`src/rtl/tx_frame_sched.sv`:
```
// Frame scheduler: round-robin grant among requesters, then sequences header, payload and pad
// beats of one frame on AXI-Stream, followed by an inter-frame gap.
module tx_frame_sched #(
  parameter int unsigned NUM_REQ    = 2,
  parameter int unsigned HDR_LEN    = 14,
  parameter int unsigned MIN_LEN    = 46,
  parameter int unsigned MAX_LEN    = 1500,
  parameter int unsigned IFG_CYCLES = 12,
  localparam int unsigned IdW       = $clog2(NUM_REQ)
) (
  input  logic                  clk,
  input  logic                  rst,
  input  logic [NUM_REQ-1:0]    req,
  input  logic [NUM_REQ*16-1:0] req_len,
  output logic [NUM_REQ-1:0]    grant,
  output logic [IdW-1:0]        active_id,
  output logic                  busy,
  output logic                  tvalid,
  input  logic                  tready,
  output logic                  tlast,
  output logic [15:0]           byte_idx,
  output logic                  hdr_phase,
  output logic                  data_phase,
  output logic                  pad_phase,
  output logic                  frame_done,
  output logic                  len_err
);

  if (NUM_REQ < 2 || NUM_REQ > 8) begin : g_bad_num_req
    $error("NUM_REQ must be in 2..8");
  end
  if (HDR_LEN == 0) begin : g_bad_hdr_len
    $error("HDR_LEN must be at least 1");
  end
  if (HDR_LEN + MAX_LEN >= 65536) begin : g_bad_max_len
    $error("HDR_LEN + MAX_LEN must fit in 16 bits");
  end

  localparam logic [15:0] HdrLen = 16'(HDR_LEN);
  localparam logic [15:0] MinLen = 16'(MIN_LEN);
  localparam logic [15:0] MaxLen = 16'(MAX_LEN);

  typedef enum logic [1:0] {StIdle, StHdr, StData, StGap} state_e;

  state_e         state_q;
  logic [IdW-1:0] rr_ptr_q;
  logic [15:0]    data_end_q;  // first pad index, HDR_LEN + L
  logic [15:0]    last_idx_q;  // tlast index, HDR_LEN + E - 1
  logic [15:0]    gap_cnt_q;

  logic [15:0]    len_arr [NUM_REQ];
  logic           found;
  logic [IdW-1:0] win;
  logic [IdW-1:0] win_next;
  logic [NUM_REQ-1:0] win_oh;
  logic [15:0]    win_len;
  logic [15:0]    eff_len;
  logic [15:0]    nidx;
  int unsigned    cand;

  for (genvar g = 0; g < NUM_REQ; g++) begin : g_len
    assign len_arr[g] = req_len[g*16 +: 16];
  end

  always_comb begin
    found = 1'b0;
    win   = '0;
    cand  = 0;
    for (int unsigned i = 0; i < NUM_REQ; i++) begin
      cand = 32'(rr_ptr_q) + i;
      if (cand >= NUM_REQ) cand = cand - NUM_REQ;
      if (!found && req[cand[IdW-1:0]]) begin
        found = 1'b1;
        win   = cand[IdW-1:0];
      end
    end
    win_oh      = '0;
    win_oh[win] = found;
    win_next    = (32'(win) == NUM_REQ - 1) ? '0 : win + IdW'(1);
    win_len     = len_arr[win];
    eff_len     = (win_len < MinLen) ? MinLen : win_len;
    nidx        = byte_idx + 16'd1;
  end

  always_ff @(posedge clk) begin
    if (rst) begin
      state_q    <= StIdle;
      rr_ptr_q   <= '0;
      data_end_q <= '0;
      last_idx_q <= '0;
      gap_cnt_q  <= '0;
      grant      <= '0;
      active_id  <= '0;
      busy       <= 1'b0;
      tvalid     <= 1'b0;
      tlast      <= 1'b0;
      byte_idx   <= '0;
      hdr_phase  <= 1'b0;
      data_phase <= 1'b0;
      pad_phase  <= 1'b0;
      frame_done <= 1'b0;
      len_err    <= 1'b0;
    end else begin
      grant      <= '0;
      frame_done <= 1'b0;
      len_err    <= 1'b0;
      unique case (state_q)
        StIdle: begin
          if (found) begin
            grant    <= win_oh;
            rr_ptr_q <= win_next;
            if (win_len == 16'd0 || win_len > MaxLen) begin
              len_err <= 1'b1;
            end else begin
              active_id  <= win;
              data_end_q <= HdrLen + win_len;
              last_idx_q <= HdrLen + eff_len - 16'd1;
              state_q    <= StHdr;
              busy       <= 1'b1;
              tvalid     <= 1'b1;
              byte_idx   <= '0;
              hdr_phase  <= 1'b1;
              data_phase <= 1'b0;
              pad_phase  <= 1'b0;
              tlast      <= 1'b0;
            end
          end
        end
        StHdr, StData: begin
          if (tready) begin
            if (tlast) begin
              frame_done <= 1'b1;
              tvalid     <= 1'b0;
              tlast      <= 1'b0;
              byte_idx   <= '0;
              hdr_phase  <= 1'b0;
              data_phase <= 1'b0;
              pad_phase  <= 1'b0;
              if (IFG_CYCLES == 0) begin
                state_q <= StIdle;
                busy    <= 1'b0;
              end else begin
                state_q   <= StGap;
                gap_cnt_q <= 16'(IFG_CYCLES - 1);
              end
            end else begin
              // Flags are registered, so they are derived from the index of the next beat.
              byte_idx   <= nidx;
              hdr_phase  <= nidx < HdrLen;
              data_phase <= (nidx >= HdrLen) && (nidx < data_end_q);
              pad_phase  <= nidx >= data_end_q;
              tlast      <= nidx == last_idx_q;
              if (state_q == StHdr && nidx == HdrLen) state_q <= StData;
            end
          end
        end
        StGap: begin
          if (gap_cnt_q == 16'd0) begin
            state_q <= StIdle;
            busy    <= 1'b0;
          end else begin
            gap_cnt_q <= gap_cnt_q - 16'd1;
          end
        end
        default: state_q <= StIdle;
      endcase
    end
  end

endmodule

```
`config.mk`:
```
export PLATFORM = sky130hd
export DESIGN_NAME = tx_frame_sched
export DESIGN_NICKNAME = d
export VERILOG_FILES = /design/src/rtl/tx_frame_sched.sv
export SDC_FILE = /design/constraint.sdc
export NUM_CORES = 1
export LEC_CHECK = 0
export BUFFER_PORTS_ARGS = -buffer_cell sky130_fd_sc_hd__buf_2
export CORE_MARGIN = 2
export CORE_UTILIZATION = 59
export DETAILED_ROUTE_END_ITERATION = 12
export GPL_TIMING_DRIVEN = 0
export PLACE_DENSITY = 0.81
export SETUP_SLACK_MARGIN = 0.02
export SLEW_MARGIN = 10
export SYNTH_ARGS = -nofsm -noshare
export SYNTH_HDL_FRONTEND = slang
export SYNTH_SLANG_ARGS = --single-unit
```
`constraint.sdc`:
```
create_clock -name clk -period 3.9 [get_ports clk]
set_input_delay 0.78 -clock clk [delete_from_list [all_inputs] [get_ports clk]]
set_output_delay 0.78 -clock clk [all_outputs]
set_load 0.005 [all_outputs]
```
==> flow_summary.ini, run 1 <==
[synth]
netlist_area_sq_mm = 0.00521
avgSynthCellArea_sq_um = 8.03
synth_edf_count = 0
syn_inst = 649
synth_nets = 711
synthTopCellsByArea = dfxtp_1, ha_1, a21oi_1
synth_top_area_frac = 0.300
ys_types = 83
synth_seq_cells = 78
async_flop_share = 0
ys_seq_area_frac = 0.300
yosys_warnings = 0
yosysTopAreaCell = dfxtp_1
synth_flop_cell = dfxtp_1

[routing]
wl_met1_um = 6170
antenna_left = 0
drt_pre_antenna_iters = 5
drc = 0
top_layer = met4
drt_iter0_markers = 356
finalWirelength_um = 14800
vias = 5249
via_per_inst = 6.29
drt-wirelength-per-cell_um = 17.7
routed-wl-met2_um = 6810
wl_met3_um = 1120

[floorplan]
die_h_um = 98.0
start_util = 0.604
core-area_sq_mm = 0.00864
io_pins = 64
die_x_um = 98.0
dieArea_sq_mm = 0.00960
rows = 34

[critical_path]
end_kind = flop
crit_fanout = 9
crit_chain = ha_1 > nand3_2 > nor4_2 > nand3_1 > xnor2_1 > ha_1 > and4_1 > nand3_1 > nor4_1 > nand4_1 > a21oi_1 > nand2_1 > a21oi_1
crit_required_ns = 4.20
critPathBufInv = 0
worst-setup-path-type = flop to flop
slowest_delay_ns = 0.51
cp_slowest_cell = dfxtp_1
arrival_ns = 3.88
cp_top_family = simple AND/OR/NAND/NOR gates
startpoint_type = flop

[finish]
layout_common_cells = dfxtp_1, buf_2, nand2_1, a21oi_1, nor2_1
n_fill_cell = 751
synthToLayoutAreaGrowth_pct = 12.2
drive_above_1_share = 0.176
final_common_cell = dfxtp_1
diodes = 0
fin_util = 0.677
fin_nets = 783
final_area_sq_mm = 0.00585

[timing]
rsz0062_at_grt = no
setup_viol = 0
relSlewSlack = 0.545
tightestPinTransition_ns = 0.682
hold_viol = 0
min_period_ns = 3.58
slew_viol_final = 0
setup_tns_ns = 0
fin_crit_sh = 0.919
fmax_mhz = 279
fin_skew_ns = 0.0133

[power_and_ir_drop]
p_per_area_mw_per_mm2 = 374
ir_drop_mv = 0.252
leakagePower_nw = 2.46

[grt]
antenna_found_initial = 0
grt_pass1_vias = 4894
grtUsageTotal = 0.307
grt_pass1_wl_um = 23800
gr-total-overflow = 0
grt_max_degree = 17

[clock_network]
clk_pin_slew_ns = 0.10
post_cts_resize_count = 0
postCtsSetupBuffers = 0
hold_buffers = 0
clk_latency_ns = 0.36
root_buffer = clkbuf_8
htreeDepth = 3
clock_path_buffers = 2
cts_buffers = 9
cts_tree = done
cts.sink_count = 78

[placed_design]
globalplace.congestion = 0.971
place_area_sq_mm = 0.00565
dpl.hpwl_um = 11200
portBuffers = 61

[run_status]
status = finished clean

[worst_hold_path]
hold_class = flop to flop

[run]
drv_cap = 0
[cell usage after synthesis, drive strengths merged, types with 5 or more instances]
library cell and instances:
o21ai 23, nand4 11, nand3 20, a311oi 5, buf 22, nor2 61
a211oi 6, xnor2 33, nor4 22, o211ai 9, inv 35, dfxtp 78
a21oi 62, o21a 6, ha 25, or3 7, a31oi 8, nand2 70
clkbuf 18, mux2i 12, nor3 20, xor2 17, and3 10
[tightest hold or removal path, cell delays in order (launching register included)]
cell	delay (ns)
dfxtp_1	0.32
nand2_1	0.05
a21oi_1	0.05
[final timing paths]
check,slack (ns),cells past startpoint,from,to
max,0.32,13,byte_idx[1]$_SDFFE_PP0P_,pad_phase$_SDFFE_PP0P_
max reg2reg,0.32,13,byte_idx[1]$_SDFFE_PP0P_,pad_phase$_SDFFE_PP0P_
min reg2reg,0.46,2,data_phase$_SDFFE_PP0P_,data_phase$_SDFFE_PP0P_
min,0.46,2,data_phase$_SDFFE_PP0P_,data_phase$_SDFFE_PP0P_
[stage by stage]
step / power [mW] / std cells / hold WS [ns] / setup WS (ns)
final: 2.19 / 834 / 0.458 / 0.316
after global routing: 2.29 / 834 / 0.484 / 0.0219
after CTS: 2.18 / 834 / 0.460 / 0.135
after detailed placement: 1.59 / 818 / 0.446 / 0.0784
after global placement: 1.58 / 818 / 0.440 / 0.100
after floorplan: 1.37 / 649 / 0.430 / 0.723
[metal layers]
layer	GRT usage	vias up
li1	-	2480
met1	0.396	2446
met2	0.507	271
met3	0.0487	52
met4	0.141	0
met5	0	-
[flip-flops by register name, summed over array words and instances, names as in the netlist, 2 cells and up]
name and flops:
byte_idx 16, data_end_q 16, gap_cnt_q 16, grant 2
last_idx_q 16, state_q 2
[power breakdown]
group	switching, mW	internal [mW]
Combinational	0.459	0.246
Sequential	0.0402	0.849
Clock	0.352	0.245
[cell families after synthesis]
kind of cell	after synthesis	share of synthesized area
multiplexers	15	0.0319
AND/OR/NAND/NOR	253	0.255
adder cells (fa/ha/maj)	25	0.0600
flip-flops	78	0.300
XOR/XNOR	53	0.0972
AO/OA/AOI/OAI	150	0.193
buffers and inverters	75	0.0631
[layout make-up]
type	count	area [sq um]	area share
clock inverter	7	62.6	0.0107
tap	108	135	0.0231
inverter	35	131	0.0225
clock buffer	9	124	0.0212
multi-input combinational	496	3330	0.570
sequential	78	1560	0.267
timing repair buffer	61	305	0.0522
buffer	40	198	0.0338
Power figures use the tool's default switching activity.
==> run 2: changes to the inputs <==
--- a/config.mk
+++ b/config.mk
@@ -7,10 +7,10 @@
 export LEC_CHECK = 0
 export BUFFER_PORTS_ARGS = -buffer_cell sky130_fd_sc_hd__buf_2
 export CORE_MARGIN = 2
-export CORE_UTILIZATION = 59
+export CORE_UTILIZATION = 53
 export DETAILED_ROUTE_END_ITERATION = 12
 export GPL_TIMING_DRIVEN = 0
-export PLACE_DENSITY = 0.81
+export PLACE_DENSITY = 0.77
 export SETUP_SLACK_MARGIN = 0.02
 export SLEW_MARGIN = 10
 export SYNTH_ARGS = -nofsm -noshare
==> constraint.sdc (replaced) <==
create_clock -name clk -period 2.9 [get_ports clk]
set_input_delay 0.58 -clock clk [delete_from_list [all_inputs] [get_ports clk]]
set_output_delay 0.58 -clock clk [all_outputs]
set_load 0.005 [all_outputs]
==> run 2 against run 1 <==
Clock skew up 0.0017 ns; the flow now finishes with violations (negative setup slack); cell count up 7.0%; sequential power up 35%; largest cell class unchanged; utilization down 0.15 points; routed wire length up 4.4%; global-route usage down 1.8 points; via count up 0.50%; die area up 11%; worst setup slack worse by 0.34 ns; worst hold slack worse by 0.0057 ns.
==> flow_summary.ini, run 2 (synthesis gave the netlist of run 1 again) <==
[run_status]
status = finished with violations
violations = negative setup slack

[floorplan]
io_pins = 64
rows = 36
die_h_um = 103
dieArea_sq_mm = 0.0106
die_x_um = 103
core-area_sq_mm = 0.00964
start_util = 0.541

[routing]
drc = 0
via_per_inst = 5.91
finalWirelength_um = 15400
vias = 5275
drt_iter0_markers = 254
drt_pre_antenna_iters = 5
drt-wirelength-per-cell_um = 17.3
antenna_left = 0

[critical_path]
startpoint_type = flop
worst-setup-path-type = flop to flop
crit_required_ns = 3.20
r2r-start = byte_idx[6]$_SDFFE_PP0P_
startpoint = byte_idx[6]$_SDFFE_PP0P_
end_kind = flop
arrival_ns = 3.22
crit_fanout = 8

[grt]
grt_pass1_wl_um = 23700
grt_pass1_vias = 4840
grt_max_degree = 16
antenna_found_initial = 0
grtUsageTotal = 0.289
gr-total-overflow = 0

[placed_design]
place_area_sq_mm = 0.00569
globalplace.congestion = 0.949
dpl.hpwl_um = 11300
portBuffers = 61

[power_and_ir_drop]
p_switching_mw = 1.16
pwr-share-seq = 0.396
ir_drop_mv = 0.344
p_clk_frac = 0.258
p_comb_frac = 0.346
p_per_area_mw_per_mm2 = 464
internal_power_mw = 1.86
leakagePower_nw = 2.75
swShare = 0.384

[timing]
relSlewSlack = 0.497
hold_viol = 0
setup_ws_ns = -0.0263
rsz0062_at_grt = yes
fin_skew_ns = 0.0150
setup_viol = 2
min_period_ns = 2.93
fmax_mhz = 342
slew_viol_final = 0
fin_crit_sh = 1.01
tightestPinTransition_ns = 0.733

[finish]
layout_common_cells = dfxtp_1, buf_2, nand2_1, nor2_1, a21oi_1
final_common_cell = dfxtp_1
register_area_sq_mm = 0.00158
fin_util = 0.676
multi_input_area_sq_mm = 0.00364
drive_above_1_share = 0.264
synthToLayoutAreaGrowth_pct = 25.0
n_fill_cell = 848
diodes = 0
final_area_sq_mm = 0.00652
fin_nets = 816

[clock_network]
cts_tree = done
clock_path_buffers = 2
clk_pin_slew_ns = 0.10
htreeDepth = 3
hold_buffers = 0
clk_latency_ns = 0.36
root_buffer = clkbuf_8
cts.sink_count = 78
cts_buffers = 9

[worst_hold_path]
hold_class = flop to flop
min_from = data_phase$_SDFFE_PP0P_

[run]
drv_cap = 0
-- run 2: cell types whose count changed in the layout (fill, tap and decap cells not counted), moves of 4 or more --
cell,previous run,this run
buf_4,3,42
buf_2,77,69
dfxtp_1,78,72
ha_1,25,20
ha_4,0,4
nor4_1,18,14
nor4_4,1,5
xor2_1,17,13
-- run 2: worst paths after layout --
path	slack [ns]	cells after the start	end
max	-0.03	12	data_phase$_SDFFE_PP0P_
min	0.45	2	data_phase$_SDFFE_PP0P_
max reg2reg	-0.03	12	data_phase$_SDFFE_PP0P_
min reg2reg	0.45	2	data_phase$_SDFFE_PP0P_
-- run 2: critical path, cell delays in order, from the launching register on --
cell and delay, ns:
dfxtp_1 0.34, buf_4 0.18, nand3_4 0.13, buf_4 0.18
nor4_4 0.32, buf_4 0.19, xor2_2 0.19, ha_1 0.29
o21a_1 0.20, o21a_1 0.18, a221oi_2 0.31, nand4_1 0.17
a21oi_1 0.18
-- run 2: metrics by stage --
stage / TNS (ns) / instances / worst slack [ns] / power [mW] / hold slack, ns
global placement: -12.41 / 843 / -0.634 / 2.12 / 0.440
CTS: 0 / 864 / 0.00734 / 2.93 / 0.455
global route: -0.452 / 892 / -0.254 / 3.17 / 0.482
floorplan: 0 / 649 / 0.0338 / 1.84 / 0.430
finish: -0.0274 / 892 / -0.0263 / 3.03 / 0.453
detailed placement: -14.71 / 843 / -0.619 / 2.14 / 0.443
-- run 2: routing by layer --
| metal | part of all wire | vias to the layer above | track usage |
|---|---|---|---|
| met4 | 0.038 | 0 | 0.137 |
| met3 | 0.063 | 43 | 0.0464 |
| met2 | 0.47 | 220 | 0.470 |
| met1 | 0.43 | 2475 | 0.376 |
| li1 | - | 2537 | - |
| met5 | 0 | - | 0 |
-- run 2: layout make-up --
| type | count | area share |
|---|---|---|
| Multi-Input combinational cell | 496 | 0.559 |
| Sequential cell | 78 | 0.242 |
| Clock buffer | 9 | 0.0190 |
| Inverter | 35 | 0.0202 |
| Tap cell | 133 | 0.0255 |
| Buffer | 38 | 0.0382 |
| Timing Repair Buffer | 96 | 0.0872 |
| Clock inverter | 7 | 0.00883 |
-- run 2: repair_timing --
item,in CTS,in global routing
endpoints found under the hold margin,0,0
gates resized for setup,26,58
pin swaps,5,21
endpoints found under the setup margin,23,19
buffers inserted,6,29
-- run 2: power by group through the flow --
stage          Combinational, mW  Sequential [mW]  Clock (mW)
2_1_floorplan              0.629             1.21           0
3_3_place_gp               0.909             1.21           0
3_5_place_dp               0.920             1.22           0
4_1_cts                    0.945             1.20       0.790
5_1_grt                     1.13             1.21       0.833
6_report                    1.05             1.20       0.781
==> run 3: changes to the inputs <==
--- a/config.mk
+++ b/config.mk
@@ -7,10 +7,11 @@
 export LEC_CHECK = 0
 export BUFFER_PORTS_ARGS = -buffer_cell sky130_fd_sc_hd__buf_2
 export CORE_MARGIN = 2
-export CORE_UTILIZATION = 53
+export CORE_UTILIZATION = 50
 export DETAILED_ROUTE_END_ITERATION = 12
 export GPL_TIMING_DRIVEN = 0
-export PLACE_DENSITY = 0.77
+export PLACE_DENSITY = 0.73
+export RECOVER_POWER = 25
 export SETUP_SLACK_MARGIN = 0.02
 export SLEW_MARGIN = 10
 export SYNTH_ARGS = -nofsm -noshare
==> run 3 against run 2 <==
The run now ends clean; via count is 1.3% higher; register-to-register slack better by 0.07 ns; worst hold slack gained 0.0062 ns; routed wire length up 5.3%; combinational power is essentially flat; non-clock buffer count decreased by 1; utilization shrank 3.1 points; sequential power about the same; worst setup slack gained 0.074 ns; critical path depth grew 1; fmax rose by 2.6%; sequential cell count did not move.
==> flow_summary.ini, run 3 (synthesis gave the netlist of run 1 again) <==
[routing]
via_per_inst = 5.98
vias = 5342
drt_pre_antenna_iters = 5
drt-wirelength-per-cell_um = 18.1
drt_iter0_markers = 400
finalWirelength_um = 16200
antenna_left = 0
drc = 0

[floorplan]
dieArea_sq_mm = 0.0113
io_pins = 64
core-area_sq_mm = 0.0102
rows = 37
die_x_um = 106
start_util = 0.509
die_h_um = 106

[critical_path]
r2r-start = byte_idx[0]$_SDFFE_PP0P_
end_kind = flop
reg2regPathDepth = 13
worst-setup-path-type = flop to flop
startpoint_type = flop
r2r_slack_ns = 0.05
arrival_ns = 3.10
crit_required_ns = 3.15
crit_fanout = 6
rr_endpoint = pad_phase$_SDFFE_PP0P_

[finish]
drive_above_1_share = 0.270
fin_cells = 894
diodes = 0
synthToLayoutAreaGrowth_pct = 26.6
layout_common_cells = dfxtp_1, nand2_1, buf_2, a21oi_1, nor2_1
fin_nets = 815
n_fill_cell = 882
final_common_cell = dfxtp_1
final_area_sq_mm = 0.00660
fin_util = 0.645

[power_and_ir_drop]
p_per_area_mw_per_mm2 = 469
leakagePower_nw = 2.76
fin_total_pwr_mw = 3.09
ir_drop_mv = 0.313

[placed_design]
place_inst = 846
place_area_sq_mm = 0.00570
globalplace.congestion = 0.989
pre_cts_ws_ns = -0.648
portBuffers = 61
dpl.hpwl_um = 11500

[clock_network]
clk_pin_slew_ns = 0.09
hold_buffers = 0
root_buffer = clkbuf_8
clock_path_buffers = 2
htreeDepth = 3
cts.sink_count = 78
cts_buffers = 9
cts_tree = done
clk_latency_ns = 0.37

[timing]
rsz0062_at_grt = yes
setup_tns_ns = 0
hold_viol = 0
setup_viol = 0
tightestPinTransition_ns = 0.739
fmax_mhz = 351
relSlewSlack = 0.507
min_period_ns = 2.85
slew_viol_final = 0
holdWs_ns = 0.459
fin_skew_ns = 0.0132
setup_ws_ns = 0.0477
fin_crit_sh = 0.984

[run_status]
status = finished clean

[run]
drv_cap = 0

[worst_hold_path]
min_from = data_end_q[1]$_SDFFE_PP0P_
hold_end = data_end_q[1]$_SDFFE_PP0P_
holdPathStages = 2
hold_class = flop to flop

[grt]
grt_pass1_wl_um = 24800
gr-total-overflow = 0
grt_pass1_vias = 4930
grt_max_degree = 16
antenna_found_initial = 0
grtUsageTotal = 0.280
==> run 3: changes by cell type in the layout (fill, tap and decap cells not counted), moves of 3 or more <==
| cell | before | now |
|---|---|---|
| buf_2 | 69 | 65 |
| buf_4 | 42 | 36 |
| inv_6 | 1 | 4 |
| clkbuf_1 | 14 | 18 |
| ha_1 | 20 | 17 |
| buf_6 | 5 | 12 |
==> run 3: per-layer routing <==
layer,vias up,track usage,share of wire
li1,2533,-,-
met1,2495,0.357,0.42
met2,254,0.459,0.47
met3,60,0.0533,0.068
met4,0,0.128,0.042
met5,-,0,0
==> run 3: how the worst max path moves through the flow <==
stage,start,end,slack (ns)
6_report,byte_idx[0]$_SDFFE_PP0P_,pad_phase$_SDFFE_PP0P_,0.05
3_5_place_dp,byte_idx[1]$_SDFFE_PP0P_,pad_phase$_SDFFE_PP0P_,-0.65
5_1_grt,byte_idx[8]$_SDFFE_PP0P_,pad_phase$_SDFFE_PP0P_,-0.08
4_1_cts,byte_idx[0]$_SDFFE_PP0P_,pad_phase$_SDFFE_PP0P_,-0.007
3_3_place_gp,byte_idx[1]$_SDFFE_PP0P_,pad_phase$_SDFFE_PP0P_,-0.67
2_1_floorplan,byte_idx[1]$_SDFFE_PP0P_,pad_phase$_SDFFE_PP0P_,0.03
==> run 3: timing repair <==
action	4_1_cts	5_1_grt
setup endpoints to repair	19	28
resized for setup	34	59
pin swaps	15	19
buffers inserted	12	23
==> run 3: power breakdown <==
group | total (mW) | internal, mW | switching (mW) | leakage (nW)
combinational | 1.02 | 0.372 | 0.648 | 2.02
sequential | 1.20 | 1.14 | 0.0565 | 0.634
clock | 0.873 | 0.410 | 0.463 | 0.105
total | 3.09 | 1.93 | 1.17 | 2.76
==> run 3: final cells by class <==
cell class / instances / area (sq um) / share of cell area
Timing Repair Buffer: 96 / 574 / 0.0870
Inverter: 35 / 131 / 0.0199
Sequential cell: 78 / 1580 / 0.239
Multi-Input combinational cell: 496 / 3700 / 0.561
Tap cell: 136 / 170 / 0.0258
Buffer: 37 / 244 / 0.0370
Clock buffer: 9 / 124 / 0.0188
Clock inverter: 7 / 78.8 / 0.0119
==> run 3: critical path: stages, from the launching register on <==
cell and delay [ns]:
dfxtp_4 0.40, ha_4 0.18, nand3_4 0.11, buf_6 0.18, xnor2_2 0.14, ha_1 0.30
o21a_1 0.18, o21ai_0 0.18, a31oi_1 0.07, or3_1 0.36, a221oi_2 0.35, a21oi_2 0.09
nand2_1 0.13, a21oi_2 0.05
